===== src/rtl/irq_pkg.sv =====
// Shared types and constants for the interrupt controller: FSM states,
// ICTRL field positions and the default register addresses.
package irq_pkg;

  typedef enum logic [1:0] {
    ST_IDLE    = 2'd0,
    ST_REQ     = 2'd1,
    ST_SERVICE = 2'd2
  } irq_state_e;

  localparam int ICTRL_GIE    = 0;
  localparam int ICTRL_BUSY   = 1;
  localparam int ICTRL_ID_LSB = 8;
  localparam int ICTRL_ID_MSB = 11;
  localparam int ID_W         = ICTRL_ID_MSB - ICTRL_ID_LSB + 1;

  localparam logic [31:0] DEF_IPEND_BASE = 32'hF000_0100;
  localparam logic [31:0] DEF_IMASK_BASE = 32'hF000_0104;
  localparam logic [31:0] DEF_ICTRL_BASE = 32'hF000_0108;

endpackage


===== src/rtl/Register.sv =====
// Generic enable-load register with synchronous active-high reset to zero.
module Register #(
  parameter int WIDTH = 32
) (
  input  logic             clk,
  input  logic             reset,
  input  logic             load,
  input  logic [WIDTH-1:0] d,
  output logic [WIDTH-1:0] q
);

  logic [WIDTH-1:0] q_d;
  logic [WIDTH-1:0] q_q;

  // next value: load new data or hold
  always_comb begin
    q_d = q_q;
    if (load) begin
      q_d = d;
    end else begin
      q_d = q_q;
    end
  end

  // storage flop
  always_ff @(posedge clk) begin
    if (reset) begin
      q_q <= {WIDTH{1'b0}};
    end else begin
      q_q <= q_d;
    end
  end

  assign q = q_q;

endmodule


===== src/rtl/irq_prio_enc.sv =====
// Fixed-priority encoder: index of the lowest set request bit plus a valid flag.
module irq_prio_enc #(
  parameter int NSRC = 4,
  parameter int ID_W = 4
) (
  input  logic [NSRC-1:0] req,
  output logic            valid,
  output logic [ID_W-1:0] idx
);

  // scan from the top down so the lowest set bit is the last one to land
  always_comb begin
    valid = 1'b0;
    idx   = {ID_W{1'b0}};
    for (int i = NSRC - 1; i >= 0; i--) begin
      idx   = req[i] ? ID_W'(i) : idx;
      valid = valid | req[i];
    end
  end

endmodule


===== src/rtl/irq_controller.sv =====
// Memory-mapped interrupt controller: latches rising edges on the device lines,
// masks and prioritises them, and runs a req/ack/done handshake with the CPU.
module irq_controller
  import irq_pkg::*;
#(
  parameter int              BITS       = 32,
  parameter int              NSRC       = 4,
  parameter logic [BITS-1:0] IPEND_BASE = DEF_IPEND_BASE,
  parameter logic [BITS-1:0] IMASK_BASE = DEF_IMASK_BASE,
  parameter logic [BITS-1:0] ICTRL_BASE = DEF_ICTRL_BASE
) (
  input  logic            clk,
  input  logic            reset,
  input  logic            we,
  input  logic [BITS-1:0] memAddr,
  input  logic [BITS-1:0] dataBusIn,
  output logic [BITS-1:0] dataBusOut,
  input  logic [NSRC-1:0] irqIn,
  output logic            intrReq,
  output logic [3:0]      intrId,
  input  logic            intrAck,
  input  logic            intrDone
);

  logic [NSRC-1:0] irq_prev_q;
  logic [NSRC-1:0] ipend_q;
  logic [NSRC-1:0] ipend_d;
  logic [NSRC-1:0] imask_q;
  logic [NSRC-1:0] event_s;
  logic [NSRC-1:0] cand_s;
  logic [NSRC-1:0] w1c_s;
  logic [NSRC-1:0] ack_clr_s;
  logic            gie_q;
  irq_state_e      state_q;
  logic            intr_req_q;
  logic [ID_W-1:0] intr_id_q;
  logic [ID_W-1:0] win_id_s;
  logic            win_valid_s;
  logic            wr_ipend_s;
  logic            wr_imask_s;
  logic            wr_ictrl_s;
  logic            ack_ok_s;
  logic [BITS-1:0] ictrl_s;
  logic [BITS-1:0] rdata_s;
  logic            unused_s;

  assign unused_s   = ^dataBusIn[BITS-1:NSRC];
  assign wr_ipend_s = we & (memAddr == IPEND_BASE);
  assign wr_imask_s = we & (memAddr == IMASK_BASE);
  assign wr_ictrl_s = we & (memAddr == ICTRL_BASE);
  assign ack_ok_s   = (state_q == ST_REQ) & intrAck;
  assign event_s    = irqIn & ~irq_prev_q;
  assign cand_s     = ipend_q & imask_q;

  Register #(.WIDTH(NSRC)) u_imask (
    .clk   (clk),
    .reset (reset),
    .load  (wr_imask_s),
    .d     (dataBusIn[NSRC-1:0]),
    .q     (imask_q)
  );

  Register #(.WIDTH(1)) u_gie (
    .clk   (clk),
    .reset (reset),
    .load  (wr_ictrl_s),
    .d     (dataBusIn[ICTRL_GIE]),
    .q     (gie_q)
  );

  irq_prio_enc #(.NSRC(NSRC), .ID_W(ID_W)) u_prio (
    .req   (cand_s),
    .valid (win_valid_s),
    .idx   (win_id_s)
  );

  // pending update: clears first, then new events, so a same-cycle set wins
  always_comb begin
    w1c_s     = wr_ipend_s ? dataBusIn[NSRC-1:0] : {NSRC{1'b0}};
    ack_clr_s = {NSRC{1'b0}};
    for (int i = 0; i < NSRC; i++) begin
      ack_clr_s[i] = ack_ok_s & (intr_id_q == ID_W'(i));
    end
    ipend_d = (ipend_q & ~w1c_s & ~ack_clr_s) | event_s;
  end

  // edge-detect history and pending latch
  always_ff @(posedge clk) begin
    if (reset) begin
      irq_prev_q <= {NSRC{1'b0}};
      ipend_q    <= {NSRC{1'b0}};
    end else begin
      irq_prev_q <= irqIn;
      ipend_q    <= ipend_d;
    end
  end

  // request/acknowledge/done handshake; GIE is the registered value
  always_ff @(posedge clk) begin
    if (reset) begin
      state_q    <= ST_IDLE;
      intr_req_q <= 1'b0;
      intr_id_q  <= {ID_W{1'b0}};
    end else begin
      case (state_q)
        ST_IDLE: begin
          if (gie_q && win_valid_s) begin
            state_q    <= ST_REQ;
            intr_req_q <= 1'b1;
            intr_id_q  <= win_id_s;
          end
        end
        ST_REQ: begin
          if (intrAck) begin
            state_q    <= ST_SERVICE;
            intr_req_q <= 1'b0;
          end else if (!gie_q) begin
            state_q    <= ST_IDLE;
            intr_req_q <= 1'b0;
          end
        end
        ST_SERVICE: begin
          if (intrDone) begin
            state_q <= ST_IDLE;
          end
        end
        default: begin
          state_q    <= ST_IDLE;
          intr_req_q <= 1'b0;
        end
      endcase
    end
  end

  // combinational register read mux
  always_comb begin
    ictrl_s                            = {BITS{1'b0}};
    ictrl_s[ICTRL_GIE]                 = gie_q;
    ictrl_s[ICTRL_BUSY]                = (state_q != ST_IDLE);
    ictrl_s[ICTRL_ID_MSB:ICTRL_ID_LSB] = intr_id_q;
    rdata_s                            = {BITS{1'b0}};
    if (we) begin
      rdata_s = {BITS{1'b0}};
    end else begin
      case (memAddr)
        IPEND_BASE: rdata_s = BITS'(ipend_q);
        IMASK_BASE: rdata_s = BITS'(imask_q);
        ICTRL_BASE: rdata_s = ictrl_s;
        default:    rdata_s = {BITS{1'b0}};
      endcase
    end
  end

  assign dataBusOut = rdata_s;
  assign intrReq    = intr_req_q;
  assign intrId     = intr_id_q;

endmodule

===== config.mk =====
export PLATFORM = sky130hd
export DESIGN_NAME = irq_controller
export DESIGN_NICKNAME = d
export VERILOG_FILES = /design/src/rtl/irq_pkg.sv /design/src/rtl/Register.sv /design/src/rtl/irq_prio_enc.sv /design/src/rtl/irq_controller.sv
export SDC_FILE = /design/constraint.sdc
export NUM_CORES = 1
export LEC_CHECK = 0
export BUFFER_PORTS_ARGS = -buffer_cell sky130_fd_sc_hd__buf_2
export CORE_MARGIN = 2
export CORE_UTILIZATION = 42
export DETAILED_ROUTE_END_ITERATION = 7
export HOLD_SLACK_MARGIN = 0.06
export PLACE_DENSITY = 0.89
export SYNTH_ARGS = -nofsm -noshare
export SYNTH_HDL_FRONTEND = slang
export SYNTH_HIERARCHICAL = 1
export SYNTH_SLANG_ARGS = --single-unit

===== constraint.sdc =====
create_clock -name clk -period 4.4 [get_ports clk]
set_clock_uncertainty 0.2 [all_clocks]
set_input_delay 0.44 -clock clk [delete_from_list [all_inputs] [get_ports clk]]
set_output_delay 0.44 -clock clk [all_outputs]
set_load 0.1 [all_outputs]

==> metrics.txt <==
Sw Ratio 0.404; RSZ-0062 raised after global routing no; GPL Wtd Cong between 0.8 and 0.9; maximum fanout along the worst path 8; Initial Util 0.443; Finished Layout Cells 253; share of the clock period used by the worst path 0.602; Clock power frac 0.208; hold_buf cts 0; sequential area share after synthesis 0.296; pin count of the biggest net entering global routing 21; Remaining DRCs 0; EDFF count, synth 0; All-Layer GR Usage 0.158; buffer levels on the longest clock path 2; outcome finished clean; met2 wire len 1.28 mm; Mean Syn Cell Area just under 9 sq um; IO Pins 110; Internal roughly 0.24 mW; antenna violations before repair 0; max-slew violation count 0; routed wl met3 218 um; row count 20; clock root buffer clkbuf_4; Worst-path clk slew 0.10 ns; Synth cell types 35; setup_tns 0 ns; compound-gate portion of the synthesized area 0.0815; setup bufs post-CTS 0; Critical Path Source Type primary input; Pre-Repair DR Iteration Count 4; most frequent cells in the layout buf_2, conb_1, dfxtp_1, nor2_1, nor2b_1; VDD IR max 163 uV; largest family of logic cells by synthesized area simple AND/OR/NAND/NOR gates; Port Buffers 57; routed vias/inst 4.52; Synth Instances 156; Final Critical Period 2.65 ns; die height ~61 um; first-pass GRT wire length 4.39 mm; number of global-route vias before repair 1040; Lkg Pwr 0.737 nW; Die Wd 60.7 um; Req. time, crit path between 3 and 4 ns; Placed Cells incl. Taps 250; P per Cell Area roughly 250 nW/um^2; post-synthesis register bit count 20; post-CTS resize count 0; total core area 3050 sq um; sequential share of power 0.464; ratio of cells with drive above 1 in the final layout 0.349; gr ovfl total 0; TritonCTS clock tree done; routed via count 1143; final net count 284; Max-Cap Viols 0; H-tree lvl count 1; Clock Latency Late Sink roughly 0.29 ns; Highest Signal Layer met3; asr flop ratio synth 0; Synth Area in Adders 0; Die Area 3690 sq um; Critical Path AT approximately 2 ns; Sink Count 20; n_diodes 0; HPWL Detailed 2.26 mm; cts bufs inserted 3; fillcell total 320; hold violation count in the final report 0; Mapped Area 1350 sq um; Crit. End Element output pin; wl on met1 1.12 mm; routed len/inst 10.4 um; Synth warnings 6; final setup vio count 0; Post-Synth XOR/XNOR Area 0; WS Path Type primary input to output pin; simple-gate area share of the yosys netlist 0.360; ys flop type dfxtp_1; Psw 0.164 mW; mux contribution to synthesized area 0.0889; Fmax 0.378 GHz; Iter 0 DRT Violations 48; Final ANT Viol Nets 0; Syn-to-layout area delta 17.6%; Gate power share 0.328; hold crit path type primary input to flop; leading cell type in the layout, fill and taps excluded buf_2; DRT Wirelength 2.62 mm
-- cell usage after synthesis, types with 2 or more instances --
library cell	number	share of area
inv_1	3	0.0083
and2_1	5	0.023
buf_4	26	0.14
nand2b_1	5	0.023
nand2_1	3	0.0083
and3_1	6	0.028
nor2b_1	13	0.060
nor2_1	19	0.053
nor4b_2	2	0.022
nor3_1	2	0.0074
mux2i_1	12	0.089
nor4_1	2	0.0093
a211oi_1	5	0.028
a31oi_1	2	0.0093
dfxtp_1	20	0.30
conb_1	2	0.0056
clkbuf_1	4	0.011
nand4_2	2	0.019
nor3b_2	2	0.019
nor4_2	2	0.019
nand4b_1	2	0.013
a21oi_1	4	0.015
-- stage by stage --
step                power [mW]   util  hold slack, ns  instance area, sq um  setup WS (ns)
floorplan                0.317      -           0.274                  1440           1.23
global placement         0.323  0.513           0.300                  1570           1.72
detailed placement       0.325  0.513           0.316                  1570           1.70
CTS                      0.406  0.520           0.138                  1590           1.70
global route             0.426  0.520           0.134                  1590           1.55
finish                   0.405  0.520           0.144                  1590           1.75
-- registers in the layout (all words and copies together), names as in the netlist --
register    cells
intrReq         1
state_q         2
u_gie/q         1
ipend_q         4
irq_prev_q      4
u_imask/q       4
intrId          4
-- worst max-delay path, stage by stage --
cell and delay, ns:
buf_2 0.09, nor4_1 0.34, nand4_2 0.21, nor3_4 0.26, nor3b_2 0.21, buf_2 0.44
-- logic make-up after synthesis --
group / count (synthesis)
AO/OA/AOI/OAI: 16
multiplexers: 12
flip-flops: 20
other: 2
buffers and inverters: 34
AND/OR/NAND/NOR: 72
-- power by group through the flow --
stage,Sequential (mW),Combinational [mW],Clock [mW]
floorplan,0.192,0.125,0
global placement,0.192,0.131,0
detailed placement,0.192,0.133,0
CTS,0.188,0.133,0.0853
global route,0.189,0.140,0.0969
finish,0.188,0.133,0.0843
-- area by class of cell --
type,count,area [sq um],area share
multi-input cells,126,815,0.513
flip-flops and latches,20,400,0.252
repair buffers,57,285,0.180
well taps,44,55.1,0.0346
clock buffers,3,22.5,0.0142
inverters,3,11.3,0.00709
-- worst paths after layout --
kind / from / endpoint / slack (ns) / depth (start not counted)
worst max-delay path: memAddr[13] / dataBusOut[2] / 1.75 / 6
worst min-delay path: dataBusIn[2] / ipend_q[2] / 0.14 / 2
worst max register to register: u_imask/q[0] / intrId[2] / 2.77 / 7
worst min register to register: u_imask/q[2] / u_imask/q[2] / 0.33 / 2
-- metal layers --
layer  vias up  global-route usage
met5         -                   0
met4         0              0.0248
met3         0              0.0426
met2        47               0.280
met1       502               0.195
li1        594                   -
Note: power is estimated with default switching activity, not from simulation.
